[src/rtl/led_sequencer.sv]
// led_sequencer: steps a bank of LEDs through a programmable pattern table,
// holding each pattern for DIV = FREQUENCY/1000*STEP_TIME_MS clock cycles.
//   clk_i    system clock
//   rst_ni   synchronous reset, active low
//   wr_i     pattern table write strobe (any state)
//   waddr_i  table write address
//   wdata_i  table write data, bit=1 means LED on
//   start_i  start pulse; len_i/loop_i sampled with it
//   stop_i   abort pulse, wins over start and over the final tick
//   len_i    number of steps to play (1..STEPS)
//   loop_i   1 = repeat forever
//   leds_o   current LED drive (0 when idle)
//   step_o   index of current step
//   busy_o   sequence running
//   done_o   1-cycle pulse on natural completion
module led_sequencer #(
   parameter int FREQUENCY    = 25000000,
   parameter int STEP_TIME_MS = 250,
   parameter int LEDS         = 4,
   parameter int STEPS        = 8,
   localparam int AW          = $clog2(STEPS)
) (
   input  logic            clk_i,
   input  logic            rst_ni,
   input  logic            wr_i,
   input  logic [AW-1:0]   waddr_i,
   input  logic [LEDS-1:0] wdata_i,
   input  logic            start_i,
   input  logic            stop_i,
   input  logic [AW:0]     len_i,
   input  logic            loop_i,
   output logic [LEDS-1:0] leds_o,
   output logic [AW-1:0]   step_o,
   output logic            busy_o,
   output logic            done_o
);
   localparam int DIV = FREQUENCY / 1000 * STEP_TIME_MS;
   localparam int CW  = $clog2(DIV + 1);
   localparam logic [CW-1:0] CNT_LAST = CW'(DIV - 1);
   localparam logic [AW:0]   LEN_MAX  = (AW + 1)'(STEPS);
   localparam logic [AW:0]   LEN_ONE  = (AW + 1)'(1);

   typedef enum logic {IDLE, RUN} state_e;

   state_e          state_q, state_d;
   logic [CW-1:0]   cnt_q, cnt_d;
   logic [AW-1:0]   step_q, step_d;
   logic [AW:0]     len_q, len_d;
   logic            loop_q, loop_d;
   logic            done_q, done_d;
   logic [LEDS-1:0] table_q [STEPS];
   logic [LEDS-1:0] table_d [STEPS];

   logic tick, last, len_ok;

   assign tick   = cnt_q == CNT_LAST;
   // len_q is at least 1 whenever RUN is active, so the subtraction cannot wrap
   assign last   = {1'b0, step_q} == len_q - LEN_ONE;
   assign len_ok = len_i != '0 && len_i <= LEN_MAX;

   always_comb begin
      state_d = state_q;
      cnt_d   = cnt_q;
      step_d  = step_q;
      len_d   = len_q;
      loop_d  = loop_q;
      done_d  = 1'b0;
      table_d = table_q;
      if (wr_i) table_d[waddr_i] = wdata_i;
      if (state_q == IDLE) begin
         cnt_d = '0;
         if (start_i && !stop_i && len_ok) begin
            state_d = RUN;
            len_d   = len_i;
            loop_d  = loop_i;
            step_d  = '0;
         end
      end else if (stop_i) begin
         state_d = IDLE;
         step_d  = '0;
         cnt_d   = '0;
      end else begin
         cnt_d = tick ? '0 : cnt_q + CW'(1);
         if (tick) begin
            step_d  = last ? '0 : step_q + AW'(1);
            state_d = (last && !loop_q) ? IDLE : RUN;
            done_d  = last && !loop_q;
         end
      end
   end

   always_ff @(posedge clk_i) begin
      if (!rst_ni) begin
         state_q <= IDLE;
         cnt_q   <= '0;
         step_q  <= '0;
         len_q   <= '0;
         loop_q  <= 1'b0;
         done_q  <= 1'b0;
         table_q <= '{default: '0};
      end else begin
         state_q <= state_d;
         cnt_q   <= cnt_d;
         step_q  <= step_d;
         len_q   <= len_d;
         loop_q  <= loop_d;
         done_q  <= done_d;
         table_q <= table_d;
      end
   end

   assign busy_o = state_q == RUN;
   assign leds_o = busy_o ? table_q[step_q] : '0;
   assign step_o = step_q;
   assign done_o = done_q;
endmodule

[config.mk]
export PLATFORM = sky130hd
export DESIGN_NAME = led_sequencer
export DESIGN_NICKNAME = d
export VERILOG_FILES = /design/src/rtl/led_sequencer.sv
export SDC_FILE = /design/constraint.sdc
export NUM_CORES = 1
export LEC_CHECK = 0
export ABC_AREA = 1
export CORE_ASPECT_RATIO = 1.4
export CORE_MARGIN = 3
export CORE_UTILIZATION = 62
export DETAILED_ROUTE_END_ITERATION = 10
export PLACE_DENSITY = 0.84
export SLEW_MARGIN = 0
export SYNTH_ARGS = -nofsm -noshare
export SYNTH_HDL_FRONTEND = slang
export SYNTH_SLANG_ARGS = --single-unit
[constraint.sdc]
create_clock -name clk_i -period 4 [get_ports clk_i]
set_input_delay 0.4 -clock clk_i [delete_from_list [all_inputs] [get_ports clk_i]]
set_output_delay 0.4 -clock clk_i [all_outputs]
set_load 0.005 [all_outputs]
Yosys cells after proc, flatten, opt, wreduce, memory -nomap -nowiden:

Index checks and enable logic that the tools add are counted.

* add/sub/neg operators: 3
* reductions and logical operators: 13
* $lt $le $gt $ge: 4
* bitwise operators: 5
* muxes and demuxes: 17
* equal/unequal tests: 3

Operator list (number)
* bitwise mux 32 bit: 1
* adder 23 x 1 -> 23 bit, second input constant: 1
* == test 23 bit, second input constant: 1
* 2-to-1 mux 4 bit: 4
* 2-to-1 mux 3 bit: 5
* binary-select mux 4 bit (select 3 bit): 1
* demux 4 bit (select 3 bit): 1
* >= comparator 4 bit, second input constant: 2
* inverter 3 -> 4 bit: 2
* OR reduction 4 bit: 2
* logical AND 1 bit: 5
* 2-to-1 mux 1 bit: 5
* == test 3 x 4 -> 1 bit: 1
* less-or-equal comparator 4 bit, second input constant: 1
* less-than comparator 4 x 1 -> 1 bit, second input constant: 1
* AND reduction 2 bit: 2
* nonzero test 4 bit: 1
* subtractor 4 x 1 -> 4 bit, second input constant: 1
* adder 3 x 1 -> 3 bit, second input constant: 1
* inequality test 3 x 2 -> 1 bit, second input constant: 1
* inverter 1 bit: 3
* zero test 1 bit: 2
* nonzero test 2 bit: 1

* register bits: 65

Longest topological paths before layout:

* word-level depth: 7
* depth in mapped cells: 11
* mapped depth without buffers: 11

Worst setup path before layout:

OpenSTA, ideal clock, no wires.

* path type: reg-to-output
* start: register step_q[0], in the netlist step_o[0]
* end: output leds_o[0]
* stages on the path, launching flop included: 8
* setup slack: 2392 ps
* data arrival time: 1208 ps
* cell sequence: dfxtp_1 > buf_2 > clkinv_1 > buf_2 > o21ai_0 > o22ai_1 > nor2_1 > nor2_1

* cells in the longest elaborated chain, start to end: 5

RTL lines
* from (decl): line 47 `logic [AW-1:0] step_q, step_d;`
* from (signal assigned): line 104 `step_q <= step_d;`
* inverter 3 -> 4 bit (not written as such): line 113 `assign leds_o = busy_o ? table_q[step_q] : '0;`
* binary-select mux 4 bit (select 3 bit): line 113
* 2-to-1 mux 4 bit (not written as such) (2 in series): line 113
* 2-to-1 mux 4 bit: line 113
* to (decl): line 32 `output logic [LEDS-1:0] leds_o,`

Every way passes these cells. The select of a mux whose other input is x is not followed.

Final worst setup path:

Ends and elaborated chain as after synthesis.

==> summary.md <==
| Metric | Value |
|---|---|
| Status | finished clean |
| Core area | 5030 um2 |
| Die ar. | 6300 um2 |
| VDD IR max | 0.289 mV |
| Leakage | 1.55 nW |
| Seq cells post-synth | 65 |
| CTS H-tree depth | 3 |
| Post-CTS Setup Repair Bufs | 0 |
| Post-cts sizing count | 0 |
| Syn-to-layout area delta | 16.1% |
| Clk root buf | clkbuf_8 |
| CTS tree | yes |
| Vias after detailed routing | 3,245 |
| Hold_ws | 0.493 ns |
| Residual DRC | 0 |
| CTS sink count | 65 |
| Arrival time at the worst endpoint | 2.65 ns |
| Syn_nets | 516 |
| Total GRT Usage | 27.5% |
| # rows | 30 |
| Place WS | 1.39 ns |
| Cell Int Power | 0.00121 W |
| CP Launch Type | flip-flop |
| Antenna Cells | 0 |
| Drt wl/cell | 14.0 um |
| Seq pwr share | 43.3% |
| Synth Cell Area | 3330 um2 |
| Peak Freq | 0.328 GHz |
| Inst Count DP | 571 |
| Total CTS buffers | 9 |
| Number of global-route vias before repair | 3,009 |
| Cell Count, Final, Fillers Out | 587 |
| Post-synthesis sequential area ratio | 39.1% |
| Chip height | 92.7 um |
| Starting DRT DRC Count | 247 |
| Setup TNS | 0 ns |
| Clock latency on the worst-skew pair | 0.35 ns |
| Total grt overflow | 0 |
| WL final | 8220 um |
| Initial antenna violation count | 0 |
| Final Skew | 0.00506 ns |
| Synth cell types | 33 |
| Fin. max-slew vios | 0 |
| Clk slew on worst S/H paths | 0.08 ns |
| Unrepaired setup endpoints after global routing | false |
| # IOs | 26 |
| Final setup fails | 0 |
| Slew @ Worst Pin | 0.604 ns |
| Hold-fix buffers, CTS | 0 |
| Final Critical Period | 3.05 ns |
| Worst setup margin | 0.949 ns |
| Avg Vias per Cell | 5.53 |
| Pwr Density | 408 nW/um2 |
| Final Hold Fails | 0 |
| Gp weighted congestion | 1.02 |
| Period utilization | 76.3% |
| Port Buf Inserts | 25 |
| Final antenna-violating net count | 0 |
| Min-Delay Path Class | flip-flop to flip-flop |
| Max Cap Viol | 0 |
| Layout cell share with drive strength beyond 1 | 9.18% |
| CP Data Required Time | 3.60 ns |
| Initial Util | 66.2% |
| Switching pwr | 0.000365 W |
| Switching Share | 23.1% |
| Worst Path Max Fanout | 20 |
| Logic pwr share | 7.8% |
| Layout Utilization | 76.9% |
| DPL Wire Length | 5790 um |
| Fin nets | 538 |
| Synth warnings | 0 |
| WS Path Type | flip-flop to primary output |
| Die width | 67.9 um |
| Relative slew margins | 59.6% |
| Largest net degree at the start of global routing | 43 |
| Cell count after synthesis | 496 |
| First-pass detailed-route iteration total | 5 |
| Clock buffer depth | 2 |
| Clock power share | 48.9% |
| First-pass GRT wire length | 13,400 um |
| Syn Area/Cell | 6.72 um2 |
| Crit. End Element | primary output |
==> path summary, 6_finish.rpt <==
kind / from / end / slack, ns / cells after the start
max: step_o[0] / leds_o[0] / 0.95 / 6
min reg2reg: cnt_q[17] / cnt_q[17] / 0.49 / 2
max reg2reg: step_o[0] / step_o[0] / 2.23 / 5
min: cnt_q[17] / cnt_q[17] / 0.49 / 2
==> Yosys cell counts, drive strengths merged <==
cell	number	area, um2
nor2	152	608
nand2	69	287
dfxtp	65	1300
o21ai	60	300
inv	50	188
nand3	22	133
a21oi	17	85.1
buf	11	62.6
nand4	10	68.8
nor3	8	55.1
o22ai	8	50.1
xor2	7	61.3
clkbuf	4	15.0
ha	3	37.5
nand3b	3	22.5
or2	2	12.5
and2b	1	7.51
clkinv	1	3.75
nor3b	1	12.5
o21bai	1	11.3
xnor2	1	8.76
==> placed cells by master (no fill, tap or decap), types with 2 or more instances in the layout <==
master / count
nor2_4: 3
nor2_1: 143
dfxtp_1: 65
nand2_4: 2
bufinv_16: 4
nor2_2: 6
clkdlybuf4s50_1: 25
nand2_1: 62
o21ai_0: 60
nand4_1: 9
clkbuf_8: 10
nand3b_1: 3
inv_2: 5
nor3_1: 5
a21oi_1: 17
nand3_2: 2
o22ai_1: 8
nand2_2: 5
inv_1: 45
xor2_1: 7
nor3_2: 3
nand3_1: 19
ha_1: 3
==> critical path, stage by stage (launching register included) <==
cell and delay, ns:
dfxtp_1 0.71, clkinv_1 0.53, o21ai_0 0.32, o22ai_1 0.09, o21ai_0 0.14, nor2_1 0.06, clkdlybuf4s50_1 0.45
==> per-stage QoR <==
step	cell area, um2	power, W
floorplan	3330	0.000772
global placement	3590	0.000814
detailed placement	3590	0.000818
CTS	3870	0.00157
global route	3870	0.00162
finish	3870	0.00158
==> sequential cells by signal (all words and copies together) (netlist names) <==
register	cells
table_q	32
loop_q	1
done_o	1
cnt_q	23
len_q	4
busy_o	1
step_o	3
==> cell type report <==
type / instances / area, um2
Tap cell: 64 / 80.1
Clock inverter: 6 / 138
Fill cell: 387 / 1160
Sequential cell: 65 / 1300
Timing Repair Buffer: 26 / 258
Inverter: 51 / 191
Multi-Input combinational cell: 365 / 1760
Clock buffer: 10 / 138
==> routing by layer <==
metal	vias to the layer above	share of wire, %	track usage, %
met5	-	0	0
met4	0	5.6	17.1
met3	46	4.4	4.49
met2	97	50	46.3
li1	1628	-	-
met1	1474	40	31.1
==> kinds of logic after synthesis <==
| logic type | synth area share [%] |
|---|---|
| xor gates and xnor gates | 2.10 |
| buffers and inverters | 8.08 |
| AOI/OAI and AO/OA | 13.4 |
| and+or+nand+nor | 36.2 |
| adders and majority gates | 1.13 |
| DFF | 39.1 |
==> power groups by stage <==
stage	Combinational [W]	Sequential [W]	Clock, W
finish	0.000123	0.000683	0.000773
global route	0.000138	0.000684	0.000796
CTS	0.000122	0.000682	0.000769
detailed placement	0.000121	0.000697	0
global placement	0.000117	0.000697	0
floorplan	0.0000863	0.000686	0
Power figures use the tool's default switching activity.
